`config.mk`:
```
export PLATFORM = sky130hd
export DESIGN_NAME = drygascon128_ctrl
export DESIGN_NICKNAME = d
export VERILOG_FILES = /design/src/rtl/drygascon128_ctrl.sv
export SDC_FILE = /design/constraint.sdc
export NUM_CORES = 1
export LEC_CHECK = 0
export BUFFER_PORTS_ARGS = -buffer_cell sky130_fd_sc_hd__buf_2
export CORE_ASPECT_RATIO = 0.6
export CORE_MARGIN = 2
export CORE_UTILIZATION = 35
export CTS_CLUSTER_SIZE = 10
export DETAILED_ROUTE_END_ITERATION = 6
export PLACE_DENSITY = 0.79
export SYNTH_ARGS = -nofsm -noshare
export SYNTH_HDL_FRONTEND = slang
export SYNTH_SLANG_ARGS = --single-unit
```
`constraint.sdc`:
```
create_clock -name clk -period 4.38 [get_ports clk]
set_input_delay 0.876 -clock clk [delete_from_list [all_inputs] [get_ports clk]]
set_output_delay 0.876 -clock clk [all_outputs]
set_load 0.05 [all_outputs]
```
`src/rtl/drygascon128_ctrl.sv`:
```
// Command sequencer for the drygascon128 permutation core.
// Streams C/X/I words into the core, launches G, waits for the core to go
// idle, then streams R (or C) words back out one word per handshake.
//
// state   | meaning
// --------+-----------------------------------------------------------
// IDLE    | waiting for a command; cmd_ready follows core_idle
// LOAD_C  | taking 10 input words into C
// LOAD_X  | taking 4 input words into X
// ABSORB  | taking 4 input words as I for an F command
// START   | one-cycle core_start pulse
// WAIT    | first cycle blind, then wait for core_idle
// RD_REQ  | one-cycle core_rd_r / core_rd_c request
// RD_HOLD | capture core_dout, hold out_valid until out_ready
module drygascon128_ctrl #(
   parameter int ROUNDS = 11
) (
   input  logic        clk,
   input  logic        rst,
   input  logic        clk_en,
   input  logic        cmd_valid,
   output logic        cmd_ready,
   input  logic [1:0]  cmd_op,
   input  logic [3:0]  cmd_ds,
   input  logic        in_valid,
   output logic        in_ready,
   input  logic [31:0] in_data,
   output logic        out_valid,
   input  logic        out_ready,
   output logic [31:0] out_data,
   output logic        out_last,
   output logic [31:0] core_din,
   output logic [3:0]  core_ds,
   output logic [3:0]  core_rounds,
   output logic        core_wr_c,
   output logic        core_wr_x,
   output logic        core_wr_i,
   output logic        core_start,
   output logic        core_rd_c,
   output logic        core_rd_r,
   input  logic [31:0] core_dout,
   input  logic        core_idle
);

   localparam logic [2:0] ST_IDLE    = 3'd0;
   localparam logic [2:0] ST_LOAD_C  = 3'd1;
   localparam logic [2:0] ST_LOAD_X  = 3'd2;
   localparam logic [2:0] ST_ABSORB  = 3'd3;
   localparam logic [2:0] ST_START   = 3'd4;
   localparam logic [2:0] ST_WAIT    = 3'd5;
   localparam logic [2:0] ST_RD_REQ  = 3'd6;
   localparam logic [2:0] ST_RD_HOLD = 3'd7;

   localparam logic [1:0] OP_LOAD_CX = 2'd0;
   localparam logic [1:0] OP_F       = 2'd1;
   localparam logic [1:0] OP_G       = 2'd2;
   localparam logic [1:0] OP_READ_C  = 2'd3;

   localparam logic [3:0] ROUNDS_W = 4'(ROUNDS);

   logic [2:0]  state;
   logic [3:0]  wcnt;
   logic [1:0]  op_q;
   logic [3:0]  ds_q;
   logic [3:0]  rounds_q;

   logic        live;
   logic        load_state;
   logic        cmd_fire;
   logic        in_fire;
   logic        rd_req;
   logic        rd_last;

   // Handshakes are only offered in cycles that can actually advance the FSM,
   // so an upstream never sees a transfer that the controller then drops.
   assign live       = clk_en & ~rst;
   assign load_state = (state == ST_LOAD_C) | (state == ST_LOAD_X) | (state == ST_ABSORB);
   assign cmd_ready  = live & (state == ST_IDLE) & core_idle;
   assign in_ready   = live & load_state;
   assign cmd_fire   = cmd_valid & cmd_ready;
   assign in_fire    = in_valid & in_ready;

   assign core_din    = in_data;
   assign core_ds     = ds_q;
   assign core_rounds = rounds_q;

   // Every strobe is decoded from a distinct state, so at most one is ever high.
   assign core_wr_c  = in_fire & (state == ST_LOAD_C);
   assign core_wr_x  = in_fire & (state == ST_LOAD_X);
   assign core_wr_i  = in_fire & (state == ST_ABSORB);
   assign core_start = live & (state == ST_START);
   assign rd_req     = live & (state == ST_RD_REQ);
   assign core_rd_c  = rd_req & (op_q == OP_READ_C);
   assign core_rd_r  = rd_req & (op_q != OP_READ_C);

   assign rd_last = (op_q == OP_READ_C) ? (wcnt == 4'd9) : (wcnt == 4'd3);

   // Sequencer: command decode, word counting and output register.
   always_ff @(posedge clk) begin
      if (clk_en) begin
         if (rst) begin
            state     <= ST_IDLE;
            wcnt      <= 4'd0;
            op_q      <= OP_LOAD_CX;
            ds_q      <= 4'd0;
            rounds_q  <= 4'd0;
            out_valid <= 1'b0;
            out_last  <= 1'b0;
            out_data  <= 32'd0;
         end else begin
            case (state)
               ST_IDLE: begin
                  if (cmd_fire) begin
                     op_q     <= cmd_op;
                     ds_q     <= cmd_ds;
                     rounds_q <= ROUNDS_W;
                     wcnt     <= 4'd0;
                     case (cmd_op)
                        OP_LOAD_CX: state <= ST_LOAD_C;
                        OP_F:       state <= ST_ABSORB;
                        OP_G:       state <= ST_START;
                        default:    state <= ST_RD_REQ;
                     endcase
                  end
               end
               ST_LOAD_C: begin
                  if (in_fire) begin
                     if (wcnt == 4'd9) begin
                        wcnt  <= 4'd0;
                        state <= ST_LOAD_X;
                     end else begin
                        wcnt <= wcnt + 4'd1;
                     end
                  end
               end
               ST_LOAD_X: begin
                  if (in_fire) begin
                     if (wcnt == 4'd3) begin
                        wcnt  <= 4'd0;
                        state <= ST_IDLE;
                     end else begin
                        wcnt <= wcnt + 4'd1;
                     end
                  end
               end
               ST_ABSORB: begin
                  if (in_fire) begin
                     if (wcnt == 4'd3) begin
                        wcnt  <= 4'd0;
                        state <= ST_START;
                     end else begin
                        wcnt <= wcnt + 4'd1;
                     end
                  end
               end
               ST_START: begin
                  state <= ST_WAIT;
               end
               ST_WAIT: begin
                  // wcnt doubles as the "first WAIT cycle seen" flag; core_idle
                  // may still show the pre-start value in that cycle.
                  if (wcnt == 4'd0) begin
                     wcnt <= 4'd1;
                  end else if (core_idle) begin
                     wcnt  <= 4'd0;
                     state <= ST_RD_REQ;
                  end
               end
               ST_RD_REQ: begin
                  state <= ST_RD_HOLD;
               end
               ST_RD_HOLD: begin
                  if (!out_valid) begin
                     out_data  <= core_dout;
                     out_valid <= 1'b1;
                     out_last  <= rd_last;
                  end else if (out_ready) begin
                     out_valid <= 1'b0;
                     out_last  <= 1'b0;
                     if (rd_last) begin
                        wcnt  <= 4'd0;
                        state <= ST_IDLE;
                     end else begin
                        wcnt  <= wcnt + 4'd1;
                        state <= ST_RD_REQ;
                     end
                  end
               end
               default: begin
                  state <= ST_IDLE;
               end
            endcase
         end
      end
   end

endmodule

```
==> results.toml, run 1 <==
[detailed_routing]
routed_wl_um = 5200
via_per_inst = 4.80
ant_nets = 0
routedWlPerCell_um = 14.5
firstDrtPassIters = 4
vias = 1717
drc = 0
drt_iter0_drc = 122

[place]
placedCellCount = 350
port_buffers = 93
dp_hpwl_um = 3860
placed_area_mm2 = 0.00275
gp_congestion = 0.913

[critical_path]
crit_path_start_kind = "input pin"
crit_path_end_kind = "primary output"
crit_arrival_ns = 2.17
r2r_cells = 4
path_class = "in -> out"
crit_fanout = 49
cp.required_ns = 3.50

[run]
max_cap_viol_count = 0

[clock_network]
post_cts_buffers = 0
tritoncts = "built"
cts_resized = 0
insertion_delay_ns = 0.28
root_buffer = "clkbuf_16"
cts_buffer_depth = 2
cts_hold_buf = 0
cts.clk_slew.worst_paths_ns = 0.06
cts_buffers = 5
htreeDepth = 2
numClockSinks = 48

[timing]
hold_viol_final = 0
finalCriticalPeriod_ns = 3.05
finalCritPeriodShare = 0.696
max-slew-margin-rel = 0.317
fmax_mhz = 328
finalMaxSlewViolations = 0
totalNegativeSetupSlack_ns = 0
skew_ns = 0.00305
rsz0062_at_grt = "false"
tightest_slew_ns = 1.02
finalSetupViolations = 0

[layout]
fillers = 647
fin_nets = 350
design_area_mm2 = 0.00292
area_growth_pct = 18.0
diodes = 0
drive_above_1_share = 0.380
final_cells = 358

[hold_path]
hp-class = "reg -> reg"
hold-path-cell-count = 1

[die]
coreArea_mm2 = 0.00676
die_w_um = 113
fp-row-count = 23
die_area_mm2 = 0.00778
pin_count = 159
die_y_um = 69.1
start_util = 0.366

[grt]
grt_overflow_total = 0
grt_pass1_wl_um = 7980
grt_pass1_vias = 1595
grt_max_degree = 50
grt_usage = 0.131
grt_antenna_before_repair = 0

[synthesis]
synth_top_area_share = 0.582
synth_area_leader_cell = "edfxtp_1"
post-synth-top-count-cell = "edfxtp_1"
yosys_warnings = 0
synth_ff_type = "edfxtp_1"
synth-edff-count = 48
syn_area_mm2 = 0.00247
async_reset_ff_frac = 0
ys_top_cells_by_area = "edfxtp_1, buf_4, nor2b_1, nor2_1, ha_1"
ys_seq_area_frac = 0.582
synth_nets = 294
ys_types = 34
avgSynthCellArea_um2 = 11.6
syn_inst = 214
netlist_top_cells_count = "edfxtp_1, nor2b_1, buf_4"
synth_seq_cells = 48

[pwr]
powerDensity_mw_per_mm2 = 402
peakVddDrop_mv = 0.168
p_leak_nw = 1.21

[run_status]
status = "finished, final reports clean"
metrics by stage:
step / hold slack [ns] / total power [mW] / worst slack [ns] / util
floorplan: 0.648 / 0.780 / 1.04 / -
global placement: 0.710 / 0.751 / 1.25 / 0.407
detailed placement: 0.737 / 0.755 / 1.08 / 0.407
CTS: 0.747 / 1.18 / 1.28 / 0.432
global route: 0.791 / 1.22 / 1.17 / 0.432
finish: 0.744 / 1.17 / 1.33 / 0.432
per-layer routing:
metal,vias up,routed length (um),GRT usage
li1,809,-,-
met1,800,2440,0.185
met2,94,2230,0.185
met3,14,448,0.0466
met4,0,74,0.0474
met5,-,0,0
power breakdown:
group	leakage [nW]	switching, mW	internal [mW]
clock network	0.0814	0.161	0.268
logic	0.666	0.133	0.0563
registers	0.460	0.0180	0.537
critical path, stage by stage:
cell	delay [ns]
buf_2	0.65
nor2_1	0.16
nand3_1	0.19
nor2_1	0.08
buf_2	0.21
cells by family (layout without fill, tap and decap cells):
logic type / count (synthesis) / after routing / synth area share
compound gates: 23 / 23 / 0.0688
flops: 48 / 48 / 0.582
other cells: 1 / 1 / 0.00152
fa+ha+maj: 3 / 3 / 0.0152
xor+xnor: 2 / 2 / 0.00708
simple gates: 83 / 83 / 0.186
buf+inv: 54 / 111 / 0.140
cell type report:
type / instances / area [um^2] / share of cell area
Inverter: 10 / 37.5 / 0.0129
Clock buffer: 5 / 125 / 0.0428
Timing Repair Buffer: 93 / 465 / 0.159
Tap cell: 87 / 109 / 0.0373
Multi-Input combinational cell: 112 / 699 / 0.240
Clock inverter: 3 / 42.5 / 0.0146
Sequential cell: 48 / 1440 / 0.494
worst paths after layout:
check                                             endpoint  slack, ns                    start
worst max-delay path                             core_wr_x       1.33                      rst
worst min-delay path                out_last$_SDFFCE_PP0P_       0.74  out_valid$_SDFFCE_PP0P_
worst max register to register  out_data[16]$_SDFFCE_PP0P_       1.97   state[2]$_SDFFCE_PP0P_
worst min register to register      out_last$_SDFFCE_PP0P_       0.74  out_valid$_SDFFCE_PP0P_
state kept, by name, summed over array words and instances, names as in the netlist:
signal	flops
out_data	32
core_ds	4
wcnt	4
state	3
op_q	2
core_rounds	1
out_last	1
out_valid	1
layout by cell type (no fill, tap or decap), drive strengths merged:
cell,Yosys,layout
nor3b,1,1
a21o,1,1
conb,1,1
o31ai,1,1
nor2,20,20
a211oi,4,4
and3,1,1
xnor2,2,2
ha,3,3
nand3b,1,1
and4,2,2
o21ai,7,7
nor2b,39,39
nand3,5,5
clkinv,0,2
nand4b,1,1
a21oi,2,2
clkbuf,4,5
edfxtp,48,48
o21a,1,1
or3b,1,1
o31a,1,1
buf,40,93
nand2b,2,2
and2,1,1
a32oi,1,1
a31oi,4,4
nor4,1,1
nand2,7,7
nor3,1,1
bufinv,0,1
o2111a,1,1
inv,10,10
(Power assumes the default switching activity.)
==> run 2, diff against run 1 <==
Settings changed: PLACE_DENSITY 0.79 to 0.82.
Clock period 4.38 ns to 2.5 ns, I/O delays scaled along.
==> run 2 against run 1 <==
Against the previous run:
- setup slack lost 1.1 ns
- non-clock buffer count increased by 3
- core utilization rose by 0.52 points
- clock power increased by 75%
- critical endpoint is now core_rd_r
- highest routed layer unchanged
- register-to-register slack worse by 1.6 ns
- hold slack got worse by 0.24 ns
- final area rose by 1.2%
- clock-buffer cell count unchanged
==> results.toml, run 2 (same netlist as run 1, synthesis figures left out) <==
[die]
fp-row-count = 23
die_y_um = 69.1
start_util = 0.366
die_w_um = 113
coreArea_mm2 = 0.00676
die_area_mm2 = 0.00778
pin_count = 159

[critical_path]
crit_path_start_kind = "register"
crit_arrival_ns = 1.76
path_class = "reg -> out"
cpPeakStageDelay_ns = 0.50
crit_start = "state[2]$_SDFFCE_PP0P_"
slowest_stage = "edfxtp_1"
crit_fanout = 9
r2r_start = "wcnt[0]$_SDFFCE_PP0P_"
crit_chain = "inv_1, nor2_1, nand4b_1, a21oi_1, buf_2"
cp.required_ns = 2.00
crit_path_end_kind = "primary output"

[place]
port_buffers = 93
place_ws_ns = 0.445
dp_hpwl_um = 4060
placedCellCount = 353
gp_congestion = 0.932

[clock_network]
cts.clk_slew.worst_paths_ns = 0.06
cts_hold_buf = 0
cts_resized = 0
cts_buffers = 5
tritoncts = "built"
root_buffer = "clkbuf_16"
insertion_delay_ns = 0.28
post_cts_buffers = 0
numClockSinks = 48
htreeDepth = 2
cts_buffer_depth = 2

[timing]
finalWorstSetupSlack_ns = 0.238
max-slew-margin-rel = 0.620
skew_ns = 0.00168
finalCriticalPeriod_ns = 2.26
totalNegativeSetupSlack_ns = 0
fmax_mhz = 442
finalMaxSlewViolations = 0
rsz0062_at_grt = "false"
finalCritPeriodShare = 0.905
tightest_slew_ns = 0.564
finalSetupViolations = 0
hold_viol_final = 0

[pwr]
design_power_total_mw = 2.06
powerDensity_mw_per_mm2 = 697
p_leak_nw = 1.22
peakVddDrop_mv = 0.343

[layout]
final_util = 0.437
multiInputGateArea_um2 = 699
diodes = 0
final_common_cell = "buf_2"
fillers = 620
largest_reg_flops = 32
area_growth_pct = 19.4
regArea_mm2 = 0.00144
drive_above_1_share = 0.391
largest-register = "out_data"
final_cell_mix = "buf_2, edfxtp_1, nor2b_1, nor2_1, inv_1"
fin_nets = 353
final_cells = 361

[run_status]
status = "finished, final reports clean"

[grt]
grt_usage = 0.135
grt_pass1_wl_um = 8250
grt_antenna_before_repair = 0
grt_overflow_total = 0
grt_max_degree = 33
grt_pass1_vias = 1655

[detailed_routing]
firstDrtPassIters = 5
vias = 1724
routed_wl_um = 5300
via_per_inst = 4.78
ant_nets = 0
routedWlPerCell_um = 14.7
drc = 0
drt_iter0_drc = 162

[hold_path]
hp-class = "in -> reg"
hold_start = "core_dout[7]"

[run]
max_cap_viol_count = 0
run 2: cell types whose count changed in the layout (fill, tap and decap cells not counted), sizes merged:
cell	before	now
clkinv	2	1
buf	93	96
clkinvlp	0	1
run 2: final timing paths:
| check | end | slack (ns) | cells past startpoint |
|---|---|---|---|
| max | core_rd_r | 0.24 | 5 |
| min | out_data[7]$_SDFFCE_PP0P_ | 0.51 | 2 |
| max reg2reg | state[0]$_SDFFCE_PP0P_ | 0.42 | 5 |
| min reg2reg | out_last$_SDFFCE_PP0P_ | 0.74 | 1 |
run 2: stage by stage:
stage                     hold WS (ns)  instance area, um^2
after global placement           0.711                 2790
after global routing             0.500                 2960
after CTS                        0.500                 2960
final                            0.506                 2960
after detailed placement         0.740                 2790
after floorplan                  0.648                 2480
run 2: layout make-up:
type	instances	share of cell area
well taps	87	0.0368
clock buffers	5	0.0423
clock inverters	3	0.0144
flip-flops and latches	48	0.488
inverters	10	0.0127
repair buffers	96	0.169
multi-input cells	112	0.237
run 2: layer usage:
metal | up-vias | wire length, um | track usage
met1 | 794 | 2340 | 0.180
met2 | 99 | 2280 | 0.191
met3 | 18 | 581 | 0.0589
met5 | - | 0 | 0
met4 | 0 | 100 | 0.0583
li1 | 813 | - | -
run 2: power breakdown:
group	leakage, nW	switching (mW)	internal [mW]	total [mW]
Combinational	0.684	0.235	0.104	0.339
Sequential	0.460	0.0306	0.941	0.971
Clock	0.0798	0.279	0.470	0.749
run 2: critical path, delay by kind of cell (launching register included):
kind | cells | cell delay, ns
and+or+nand+nor | 2 | 0.39
AOI/OAI and AO/OA | 1 | 0.14
buffers and inverters | 2 | 0.44
DFF | 1 | 0.50
==> run 3, diff against run 2 <==
Settings changed: BUFFER_PORTS_ARGS -buffer_cell sky130_fd_sc_hd__buf_2 to default, DONT_BUFFER_PORTS from default to 1, PLACE_DENSITY 0.82 to 0.62.
==> run 3 against run 2 <==
Against the previous run:
- non-clock buffer count fell by 87
- sequential power grew 11%
- final area decreased by 15%
- register-to-register slack barely moved
- first-iteration DRC count shrank 28%
- sequential cell count did not move
- setup slack better by 0.051 ns
- clock skew grew 0.0025 ns
- global-route usage shrank 1.0 points
- core utilization down 6.8 points
- critical path depth unchanged
- clock power down 14%
- largest power group unchanged
==> results.toml, run 3 (same netlist as run 1, synthesis figures left out) <==
[grt]
grt_use_met2 = 0.170
use_met1 = 0.176
grtUsageMet3 = 0.0563
busiest_layer = "met1"
grt_pass1_wl_um = 7420
grt_usage = 0.125
grt_pass1_vias = 1350
grt_overflow_total = 0
grt_max_degree = 50
grt_antenna_before_repair = 0

[pwr]
p_leak_nw = 0.855
switching_share = 0.272
p_switching_uw = 513
design_power_total_mw = 1.88
pwr-share-clk = 0.342
seqPwrFrac = 0.574
combPwrFrac = 0.083
p_int_mw = 1.37
peakVddDrop_mv = 0.328
powerDensity_mw_per_mm2 = 753

[critical_path]
path_class = "reg -> out"
crit_fanout = 9
slowest_stage = "edfxtp_1"
worstReg2RegEnd = "state[0]$_SDFFCE_PP0P_"
crit_arrival_ns = 1.71
crit_path_end = "core_rd_r"
crit_path_start_kind = "register"
crit_chain = "inv_1, nor2_1, nand4b_1, a21oi_1, buf_4"
cpPeakStageDelay_ns = 0.51
r2r_cells = 5
crit_path_end_kind = "primary output"
r2r_slack_ns = 0.42
cp.required_ns = 2.00
crit_start = "state[2]$_SDFFCE_PP0P_"
r2r_start = "wcnt[0]$_SDFFCE_PP0P_"

[detailed_routing]
drc = 0
routedWlPerCell_um = 17.4
via_per_inst = 5.09
drt_iter0_drc = 116
firstDrtPassIters = 4
routed_wl_um = 4770
vias = 1395
ant_nets = 0

[layout]
final_common_cell = "edfxtp_1"
design_area_mm2 = 0.00250
regArea_mm2 = 0.00144
area_growth_pct = 0.961
final_cells = 274
largest_reg_flops = 32
multiInputGateArea_um2 = 699
diodes = 0
drive_above_1_share = 0.102
final_util = 0.369
fin_nets = 266
final_cell_mix = "edfxtp_1, nor2b_1, nor2_1, inv_1, buf_4"
fillers = 644
largest-register = "out_data"

[clock_network]
post_cts_buffers = 0
tritoncts = "built"
numClockSinks = 48
root_buffer = "clkbuf_16"
cts_buffers = 5
cts.clk_slew.worst_paths_ns = 0.06
cts_hold_buf = 0
htreeDepth = 2
cts_buffer_depth = 2
cts_resized = 0
insertion_delay_ns = 0.28

[timing]
finalMaxSlewViolations = 0
finalCriticalPeriod_ns = 2.21
hold_viol_final = 0
fmax_mhz = 452
skew_ns = 0.00422
tightest_slew_ns = 0.687
rsz0062_at_grt = "false"
hold_ws_ns = 0.410
finalSetupViolations = 0
totalNegativeSetupSlack_ns = 0
max-slew-margin-rel = 0.542
finalCritPeriodShare = 0.884
finalWorstSetupSlack_ns = 0.289

[place]
place_ws_ns = 0.444
dp_hpwl_um = 3520
port_buffers = 0
placed_area_mm2 = 0.00235
gp_congestion = 0.919
placedCellCount = 266

[hold_path]
hp-class = "in -> reg"
hold_start = "rst"

[die]
die_w_um = 113
die_area_mm2 = 0.00778
pin_count = 159
coreArea_mm2 = 0.00676
fp-row-count = 23
start_util = 0.366
die_y_um = 69.1

[run]
max_cap_viol_count = 0

[run_status]
status = "finished, final reports clean"
[run 3: worst max-delay path, delay by kind of cell, from the launching register on]
kind                   cells  cell delay, ns
buffers and inverters      2            0.38
AOI/OAI and AO/OA          1            0.14
DFF                        1            0.51
and+or+nand+nor            2            0.40
[run 3: power by group through the flow]
| stage | clock [mW] | combinational (mW) | sequential (mW) |
|---|---|---|---|
| detailed placement | 0 | 0.158 | 1.10 |
| floorplan | 0 | 0.288 | 1.08 |
| finish | 0.644 | 0.157 | 1.08 |
| global route | 0.696 | 0.175 | 1.09 |
| CTS | 0.663 | 0.159 | 1.08 |
| global placement | 0 | 0.156 | 1.10 |
[run 3: per-layer routing]
layer | routed length (um) | vias up
met5 | 0 | -
met4 | 57 | 0
met3 | 540 | 8
met2 | 2040 | 86
met1 | 2130 | 660
li1 | - | 641
[run 3: worst min-delay path by stage]
stage,depth (start not counted),slack [ns],to
final,1,0.41,op_q[0]$_SDFFCE_PP0P_
after global routing,1,0.39,core_ds[1]$_SDFFCE_PP0P_
after CTS,1,0.40,op_q[1]$_SDFFCE_PP0P_
after detailed placement,1,0.70,op_q[1]$_SDFFCE_PP0P_
after global placement,1,0.69,op_q[1]$_SDFFCE_PP0P_
after floorplan,2,0.65,out_last$_SDFFCE_PP0P_
[run 3: cell type report]
cell class | instances | share of cell area
flip-flops and latches | 48 | 0.577
well taps | 87 | 0.0436
multi-input cells | 112 | 0.280
inverters | 10 | 0.0150
clock buffers | 5 | 0.0501
clock inverters | 3 | 0.00751
repair buffers | 9 | 0.0270
